--- config.mk ---
export PLATFORM = sky130hd
export DESIGN_NAME = demultiplexor1_4_stream
export DESIGN_NICKNAME = d
export VERILOG_FILES = /design/src/rtl/demultiplexor1_4_stream.sv
export SDC_FILE = /design/constraint.sdc
export NUM_CORES = 1
export LEC_CHECK = 0
export ABC_CLOCK_PERIOD_IN_PS = 2800
export BUFFER_PORTS_ARGS = -buffer_cell sky130_fd_sc_hd__buf_4
export CORE_MARGIN = 2
export CORE_UTILIZATION = 25
export DETAILED_ROUTE_END_ITERATION = 16
export PLACE_DENSITY = 0.55
export SLEW_MARGIN = 20
export SYNTH_ARGS = -nofsm -noshare
export SYNTH_HDL_FRONTEND = slang
export SYNTH_SLANG_ARGS = --single-unit
--- constraint.sdc ---
create_clock -name i_clk -period 2.8 [get_ports i_clk]
set_input_delay 0.28 -clock i_clk [delete_from_list [all_inputs] [get_ports i_clk]]
set_output_delay 0.28 -clock i_clk [all_outputs]
set_load 0.02 [all_outputs]
--- src/rtl/demultiplexor1_4_stream.sv ---
// Registered 1-to-4 stream demultiplexer.
// One input word per cycle is steered by i_select into one of four
// single-entry slots; each slot drains through its own valid/ready pair.
module demultiplexor1_4_stream #(
    parameter int WIDTH = 32
) (
    input  logic             i_clk,
    input  logic             i_reset,
    input  logic             i_clear,
    input  logic [WIDTH-1:0] i_d,
    input  logic             i_valid,
    input  logic [1:0]       i_select,
    output logic             o_ready,
    output logic [WIDTH-1:0] o_q0,
    output logic [WIDTH-1:0] o_q1,
    output logic [WIDTH-1:0] o_q2,
    output logic [WIDTH-1:0] o_q3,
    output logic [3:0]       o_valid,
    input  logic [3:0]       i_ready,
    output logic [15:0]      o_accepted
);

    logic [WIDTH-1:0] slot_q [4];
    logic [3:0]       drain;
    logic [3:0]       fill;
    logic [3:0]       valid_next;
    logic             fire;

    // Input handshake: the chosen slot can take a word if it is empty or
    // being drained this cycle; i_valid is deliberately not involved.
    always_comb begin
        o_ready    = !i_clear && (!o_valid[i_select] || i_ready[i_select]);
        fire       = i_valid && o_ready;
        drain      = o_valid & i_ready;
        fill       = fire ? (4'b0001 << i_select) : 4'b0000;
        valid_next = (o_valid & ~drain) | fill;
    end

    // Full flags and transfer counter; clear flushes flags only.
    always_ff @(posedge i_clk) begin
        if (i_reset) begin
            o_valid    <= 4'b0000;
            o_accepted <= 16'h0000;
        end else if (i_clear) begin
            o_valid    <= 4'b0000;
        end else begin
            o_valid <= valid_next;
            if (fire) begin
                o_accepted <= o_accepted + 16'h0001;
            end
        end
    end

    // Slot data registers; a drained slot keeps its last word.
    always_ff @(posedge i_clk) begin
        if (i_reset) begin
            for (int n = 0; n < 4; n++) begin
                slot_q[n] <= '0;
            end
        end else if (!i_clear && fire) begin
            slot_q[i_select] <= i_d;
        end
    end

    assign o_q0 = slot_q[0];
    assign o_q1 = slot_q[1];
    assign o_q2 = slot_q[2];
    assign o_q3 = slot_q[3];

endmodule

==> results of run 1 <==
## cells in the final DEF, fill, tap and decap left out, types with 3 or more instances in the layout
cell type     n
o21ai_0       3
edfxtp_1    128
a21oi_1      12
nor3_1        4
nor2_1        9
nand2_1       6
buf_4       207
inv_6         3
nor2_2        3
dfxtp_1      20
nand3_1       8
o31ai_1       9
clkbuf_16    17
and2_1      128
or4_1        11
nand2b_1      5
nor2b_1       8
inv_1         6
clkinvlp_4    6
## report_power, final
| group | total [mW] | leakage (nW) | switching [mW] | internal, mW |
|---|---|---|---|---|
| combinational | 0.573 | 1.57 | 0.340 | 0.233 |
| clock | 2.09 | 0.242 | 0.945 | 1.15 |
| sequential | 2.59 | 1.40 | 0.0545 | 2.53 |
## cells in the mapped netlist (2+ instances only)
library cell    n  area (um2)
and2_1        128       800.8
edfxtp_1      128        3844
dfxtp_1        20       400.4
clkbuf_1       14       52.55
a21oi_1        12       60.06
nor2_1         12       45.04
or4_1          11       82.58
o31ai_1         9       67.56
nand3_1         8       40.04
nor2b_1         8       50.05
inv_1           6       22.52
nand2_1         6       22.52
nand2b_1        6       37.54
nor3_1          4       20.02
clkbuf_2        3       15.01
o21ai_0         3       15.01
a21o_1          2       15.01
a311oi_1        2       17.52
a31o_2          2       17.52
a31oi_1         2       12.51
buf_6           2       22.52
mux2_2          2       22.52
mux4_2          2       45.04
nand4_1         2       12.51
or3_1           2       12.51
## worst reg2reg max path, delay by kind of cell (launching register included)
kind | cells | cell delay [ns]
flops | 1 | 0.32
simple gates | 2 | 0.43
mux | 1 | 0.60
compound gates | 1 | 0.21
buf+inv | 2 | 0.53
## path summary, 6_finish.rpt
| check | from | end | slack (ns) | cells after the start |
|---|---|---|---|---|
| setup / recovery | o_valid[3] | slot_q[2][27] | 0.39 | 6 |
| hold / removal | i_clear | o_valid[2] | 0.08 | 2 |
| setup reg to reg | o_valid[3] | slot_q[2][27] | 0.39 | 6 |
| hold reg to reg | o_accepted[14] | o_accepted[14] | 0.51 | 2 |
## registers in the layout (all words and copies together), names as in the netlist
register and count:
o_valid 4, o_accepted 16, slot_q 128
## per-stage QoR
stage | setup slack (ns) | area, um2
final | 0.3876 | 8247
after global routing | 0.2644 | 8247
after CTS | 0.3651 | 8247
after detailed placement | 0.3825 | 7710
after global placement | 0.4223 | 7710
after floorplan | 0.1346 | 5841
## per-layer routing
| metal | track usage (%) | vias up |
|---|---|---|
| li1 | - | 1863 |
| met1 | 16.38 | 1926 |
| met2 | 21.93 | 141 |
| met3 | 3.905 | 15 |
| met4 | 3.932 | 0 |
| met5 | 0 | - |
## layout make-up
type,instances,share of cell area [%]
flip-flops and latches,148,51.46
clock inverters,13,1.259
inverters,6,0.2731
clock buffers,19,5.250
multi-input cells,232,18.16
repair buffers,207,18.84
well taps,313,4.749
## cell families after synthesis
logic type | count (synthesis) | share of synthesized area (%)
and+or+nand+nor | 193 | 20.18
DFF | 148 | 72.66
AOI/OAI and AO/OA | 34 | 3.770
buffers and inverters | 26 | 2.013
muxes | 4 | 1.157
adders and majority gates | 1 | 0.2142
==> out/qor.txt, run 1 <==
outcome = finished clean
Critical Path RT = 2.89 ns
die area = 24600 um2
total CTS buffers = 17
# hold bufs at CTS = 0
Async SR Flop Fraction = 0%
Placeable Area = 22780 um2
final slew viol count = 0
floorplan row count = 55
CP Class = flip-flop to flip-flop
1st-iter DRT viols = 228
final wirelength = 16.22 mm
die span in x = 156.8 um
number of global-route vias before repair = 3947
Leak = 3.207 nW
DR vias = 3945
Post-CTS Resized = 0
Slew HR = 78.57%
WHS = 0.07864 ns
Pwr Total = 5.249 mW
DR pass1 iterations = 4
Power Dens Cells = 636.5 nW/um2
Post-Layout Cell Count = 938
Avg Inst Size Synth = 14.39 um2
# Post-CTS Setup Buffers = 0
GR Overflow Total = 0
placer congestion estimate = 0.7697
RSZ-0062 raised after global routing = false
FF/Latch Area = 4244 um2
Crit path max-delay family = multiplexers
Crit-path slowest cell = mux4_2
DRC violations left = 0
register area share after synthesis = 72.66%
critical path arrival = 2.50 ns
Syn Std Cell Area = 5841 um2
dpl cells = 906
max incr delay on CP = 0.60 ns
Nets = 655
Highest Signal Layer = met4
Via density = 4.206
Fmax = 0.4145 GHz
drt wl/cell = 17.29 um
wire length on met1 = 6.933 mm
initial core utilization = 25.64%
largest net degree at the start of global routing = 29
clk sinks = 148
Final Util = 36.20%
I/O Buffers = 190
GRT Resource Usage Total = 13.13%
fillers = 2222
most frequent CP cell = buf_4
Max clock buf depth = 2
layout cells sized above 1 = 40.32%
Post-synth top flop = edfxtp_1
Post-DRT Antenna Nets = 0
Setup crit start kind = flip-flop
Syn-to-layout area delta = 41.20%
WL met2 = 7.998 mm
worst hold path type = input port to flip-flop
diodes inserted = 0
initial antenna violation count = 0
CP Cell Sequence = nor2b_1 > mux4_2 > buf_4 > nor2_1 > a21o_2 > buf_4
area occupied by multi-input gates = 1498 um2
WP buf/inv = 2
Final Hold Viols = 0
Min Clock Period, post-route = 2.412 ns
CTS tree = yes
Detailed Place HPWL = 11.61 mm
global-route wire length before repair = 23.56 mm
Tightest Pin Transition = 0.3202 ns
setup_tns = 0 ns
H-tree depth = 4
clk_lat worst skew = 0.42 ns
EDFF count, synth = 128
Clk pin slew, worst setup/hold paths = 0.06 ns
worst vdd ir = 0.0003482 V
Root Buffer = clkbuf_16
Mapped Cells = 406
yosys warns = 0
Die H = 156.8 um
Final period util = 86.16%
DR WL met3 = 1.116 mm
endpoints failing setup = 0
Worst Setup End Kind = flip-flop
number of distinct library cells after synthesis = 35
io pins = 191
Clock Skew = 0.007389 ns
Mapped Nets = 449
maxcap violations = 0
Worst Path Max Fanout = 18
Yosys reg bits = 148
(Power assumes the default switching activity.)
==> inputs of run 2 (changes only) <==
- BUFFER_PORTS_ARGS: -buffer_cell sky130_fd_sc_hd__buf_4 -> -buffer_cell sky130_fd_sc_hd__buf_2
==> out/qor.txt, run 2 (synthesis results as in run 1) <==
outcome = finished clean
most common cell after layout, fill and taps aside = buf_2
GRT Resource Usage Total = 12.67% (-0.45 points)
most flop-heavy register = slot_q
Hold EP = o_valid[2]
CP Cell Sequence = nor2b_1 > mux4_2 > buf_4 > nor3_1 > or2_2 > buf_4
layout cells sized above 1 = 40.29% (about the same)
reg2reg path depth = 6 (unchanged)
Clock Skew = 0.01039 ns (+0.003004 ns)
CP Class = flip-flop to flip-flop
Slew HR = 53.89% (-25 points)
endpoints failing setup = 0 (unchanged)
Crit. Startpoint = o_valid[1]
min-delay src = i_clear
1st-iter DRT viols = 226 (-0.88%)
Post-DRT Antenna Nets = 0 (unchanged)
CTS tree = yes
die span in x = 156.8 um (unchanged)
commonest cells after routing, fill and taps aside = buf_2, and2_1, edfxtp_1, dfxtp_1, clkbuf_16
final wirelength = 15.42 mm (-4.9%)
FF-to-FF End = slot_q[3][20]
Nets = 653 (-0.31%)
dpl cells = 904 (-0.22%)
number of global-route vias before repair = 3857 (-2.3%)
biggest regs = slot_q (128), o_accepted (16), o_valid (4)
clk_lat worst skew = 0.42 ns (about the same)
total CTS buffers = 17 (unchanged)
setup_tns = 0 ns (unchanged)
initial core utilization = 25.64% (unchanged)
Setup crit start kind = flip-flop
max incr delay on CP = 0.48 ns (-0.12 ns)
Syn-to-layout area delta = 35.43%
placer congestion estimate = 0.7407 (-3.8%)
RSZ-0062 raised after global routing = false
r2r setup slk = 0.53 ns (+0.14 ns)
Die H = 156.8 um (unchanged)
Critical Path RT = 2.87 ns (-0.02 ns)
most frequent CP cell = buf_4
global-route wire length before repair = 22.83 mm (-3.1%)
I/O Buffers = 190 (unchanged)
DRC violations left = 0 (unchanged)
# Post-CTS Setup Buffers = 0 (unchanged)
Final period util = 81.03% (-5.1 points)
Crit-path slowest cell = mux4_2
WP buf/inv = 2 (unchanged)
final slew viol count = 0 (unchanged)
WP depth = 6 (unchanged)
io pins = 191 (unchanged)
Placeable Area = 22780 um2 (unchanged)
Clk pin slew, worst setup/hold paths = 0.06 ns (about the same)
diodes inserted = 0 (unchanged)
Post-CTS Resized = 0 (unchanged)
Power Dens Cells = 709.4 nW/um2 (+11%)
die area = 24600 um2 (unchanged)
Leak = 3.141 nW (-2.0%)
worst vdd ir = 0.0003618 V (+3.9%)
Fmax = 0.4407 GHz (+6.3%)
initial antenna violation count = 2 (+2)
worst hold path type = input port to flip-flop
Crit path max-delay family = buffers and inverters
Max clock buf depth = 2 (unchanged)
Via density = 4.142 (-1.5%)
worst hold path depth = 2 (unchanged)
clk sinks = 148 (unchanged)
Tightest Pin Transition = 0.6910 ns (+0.3707 ns)
drt wl/cell = 16.48 um (-4.7%)
DR vias = 3877 (-1.7%)
floorplan row count = 55 (unchanged)
Post-Layout Cell Count = 936 (-0.21%)
Min Clock Period, post-route = 2.269 ns (-0.1435 ns)
critical path arrival = 2.34 ns (-0.16 ns)
# hold bufs at CTS = 0 (unchanged)
largest net degree at the start of global routing = 30 (+3.4%)
fillers = 2228 (+0.27%)
Worst R2R Start = o_valid[1]
Root Buffer = clkbuf_16
Worst Setup End Kind = flip-flop
maxcap violations = 0 (unchanged)
Detailed Place HPWL = 10.82 mm (-6.8%)
Final Hold Viols = 0 (unchanged)
DR pass1 iterations = 4 (unchanged)
max reg flops = 128 (unchanged)
Worst Path Max Fanout = 26 (+8)
GR Overflow Total = 0 (unchanged)
H-tree depth = 4 (unchanged)
[run 2: changes by cell type in the layout (fill, tap and decap cells not counted)]
cell        change
buf_4         -195
buf_2         +190
bufinv_16       +5
clkinvlp_4      -4
buf_12          +3
clkbuf_1        -1
[run 2: cell type report]
cell class                 count  area (um2)  area share (%)
multi-input combinational    232        1498           18.93
sequential                   148        4244           53.65
clock buffer                  18       429.2           5.426
clock inverter                14       224.0           2.831
inverter                       6       22.52          0.2847
timing repair buffer         205        1101           13.92
tap                          313       391.6           4.951
[run 2: through the flow]
stage	total power [mW]	area (um2)	hold slack [ns]	util, %	setup slack (ns)
after floorplan	2.877	5841	0.3593	-	0.1346
after global placement	3.122	7257	0.4866	31.86	0.4919
after detailed placement	3.122	7257	0.4887	31.86	0.4752
after CTS	5.674	7910	0.1099	34.73	0.5172
after global routing	5.810	7910	0.1258	34.73	0.3489
final	5.611	7910	0.1338	34.73	0.5311
[run 2: per-layer routing]
metal,vias to the layer above,part of all wire [%],global-route usage (%),routed length (um)
met4,4,1.2,4.150,182
li1,1861,-,-,-
met5,-,0.18,0,27
met3,17,7.0,4.126,1085
met1,1859,44,16.09,6826
met2,136,47,20.43,7299
[run 2: worst max-delay path by stage]
stage,to,slack [ns]
2_1_floorplan,slot_q[0][0],0.13
3_3_place_gp,slot_q[3][17],0.49
3_5_place_dp,slot_q[3][17],0.48
4_1_cts,slot_q[3][20],0.52
5_1_grt,slot_q[3][20],0.35
6_report,slot_q[3][20],0.53
[run 2: power breakdown]
part,switching [mW],internal [mW],total [mW]
registers,0.0403,2.53,2.57
clock network,0.951,1.60,2.55
logic,0.343,0.152,0.495
total,1.33,4.28,5.61
==> inputs of run 3 (changes only) <==
- ABC_CLOCK_PERIOD_IN_PS: 2800 -> 1890
- PLACE_DENSITY: 0.55 -> 0.57
- clock period: 2.8 -> 1.89 ns (I/O delays scaled with it)
==> out/qor.txt, run 3 (synthesis results as in run 1) <==
Clk pin slew, worst setup/hold paths = 0.06 ns (about the same)
Final period util = 107.4% (+26 points)
DR vias = 4032 (+4.0%)
1st-iter DRT viols = 152 (-33%)
H-tree depth = 4 (unchanged)
worst hold path type = input port to flip-flop
most common cell after layout, fill and taps aside = buf_2
DR pass1 iterations = 4 (unchanged)
global-route wire length before repair = 24.48 mm (+7.3%)
I/O Buffers = 190 (unchanged)
Max clock buf depth = 2 (unchanged)
Tightest Pin Transition = 0.3586 ns (-0.3324 ns)
placer congestion estimate = 0.7399 (-0.11%)
initial core utilization = 25.64% (unchanged)
Final Hold Viols = 0 (unchanged)
Final WS setup = -0.1398 ns (-0.6709 ns)
Worst Path Max Fanout = 15 (-42%)
FF/Latch Area = 4257 um2 (+0.29%)
endpoints failing setup = 138 (+138)
Fmax = 0.4927 GHz (+12%)
DRC violations left = 0 (unchanged)
Die H = 156.8 um (unchanged)
layout cells sized above 1 = 45.86% (+5.6 points)
# hold bufs at CTS = 0 (unchanged)
max incr delay on CP = 0.52 ns (+0.04 ns)
clk sinks = 148 (unchanged)
commonest cells after routing, fill and taps aside = buf_2, edfxtp_1, and2_1, buf_4, clkbuf_16
Critical Path RT = 2.01 ns (-0.86 ns)
Clock Skew = 0.009296 ns (-0.001097 ns)
RSZ-0062 raised after global routing = true
Min Clock Period, post-route = 2.030 ns (-0.2391 ns)
WHS = 0.03739 ns (-0.09646 ns)
die span in x = 156.8 um (unchanged)
Slew HR = 76.05% (+22 points)
Worst Setup End Kind = flip-flop
area occupied by multi-input gates = 1595 um2 (+6.5%)
io pins = 191 (unchanged)
GR Overflow Total = 0 (unchanged)
die area = 24600 um2 (unchanged)
Crit path max-delay family = simple AND/OR/NAND/NOR gates
final wirelength = 16.50 mm (+7.0%)
CP Cell Sequence = nor2b_4 > mux4_2 > or4_4 > nand2b_4 > buf_12
CTS tree = yes
largest net degree at the start of global routing = 28 (-6.7%)
GRT Resource Usage Total = 13.67% (+0.99 points)
Leak = 3.346 nW (+6.5%)
critical path arrival = 2.15 ns (-0.19 ns)
failing checks = negative setup slack
fillers = 2205 (-1.0%)
number of global-route vias before repair = 4053 (+5.1%)
Power Dens Cells = 968.6 nW/um2 (+37%)
total CTS buffers = 17 (unchanged)
drt wl/cell = 17.03 um (+3.3%)
Setup crit start kind = flip-flop
final slew viol count = 0 (unchanged)
CP Class = flip-flop to flip-flop
worst vdd ir = 0.0004050 V (+12%)
r2r setup slk = -0.14 ns (-0.67 ns)
Nets = 682 (+4.4%)
outcome = finished, violations left
Pwr Total = 8.083 mW (+44%)
maxcap violations = 0 (unchanged)
clk_lat worst skew = 0.42 ns (about the same)
most flop-heavy register = slot_q
floorplan row count = 55 (unchanged)
Crit-path slowest cell = mux4_2
Placeable Area = 22780 um2 (unchanged)
setup_tns = -15.55 ns (-15.55 ns)
Root Buffer = clkbuf_16
Post-DRT Antenna Nets = 0 (unchanged)
biggest regs = slot_q (128), o_accepted (16), o_valid (4)
Detailed Place HPWL = 11.77 mm (+8.8%)
initial antenna violation count = 3 (+1)
Via density = 4.161 (+0.46%)
max reg flops = 128 (unchanged)
Syn-to-layout area delta = 42.87%
WP buf/inv = 1 (-1)
==> run 3: layer usage <==
metal  share of wire, %  global-route usage, %  up-vias
met5                  0                      0        -
met4               0.97                  3.495        0
met3                7.5                  4.957       15
met2                 47                  21.76      147
met1                 44                  17.63     1943
li1                   -                      -     1927
==> run 3: path summary, 6_finish.rpt <==
kind | from | endpoint | cells after the start
min reg2reg | o_accepted[10] | o_accepted[10] | 2
min | i_clear | o_valid[1] | 2
max reg2reg | o_valid[3] | slot_q[0][8] | 5
max | o_valid[3] | slot_q[0][8] | 5
==> run 3: report_power, final <==
group / switching, mW / total, mW / internal (mW)
clock network: 1.37 / 3.46 / 2.09
registers: 0.0671 / 3.81 / 3.75
logic: 0.529 / 0.808 / 0.279
==> run 3: worst register-to-register path: stages, from the launching register on <==
cell,delay [ns]
dfxtp_4,0.34
nor2b_4,0.12
mux4_2,0.52
or4_4,0.46
nand2b_4,0.13
buf_12,0.16
==> run 3: timing repair <==
item                                    in CTS  in global routing
cloned                                       1                  0
gates resized for setup                     18                 17
pin swaps                                   15                 10
endpoints found under the setup margin     135                169
setup buffers                                5                  2
==> run 3: final cells by class <==
class / instances / area share [%]
clock buffer: 17 / 5.098
sequential: 148 / 51.01
multi-input combinational: 232 / 19.12
antenna: 4 / 0.1200
clock inverter: 15 / 2.159
inverter: 6 / 0.2699
timing repair buffer: 234 / 17.53
tap: 313 / 4.693
==> run 3: through the flow <==
step / util [%] / area [um2] / std cells / setup WS, ns
finish: 36.63 / 8344 / 969 / -0.1398
global route: 36.61 / 8339 / 967 / -0.2025
CTS: 36.44 / 8299 / 965 / -0.1467
detailed placement: 33.17 / 7555 / 927 / -0.07095
global placement: 33.17 / 7555 / 927 / -0.06029
floorplan: - / 5908 / 406 / -0.2011
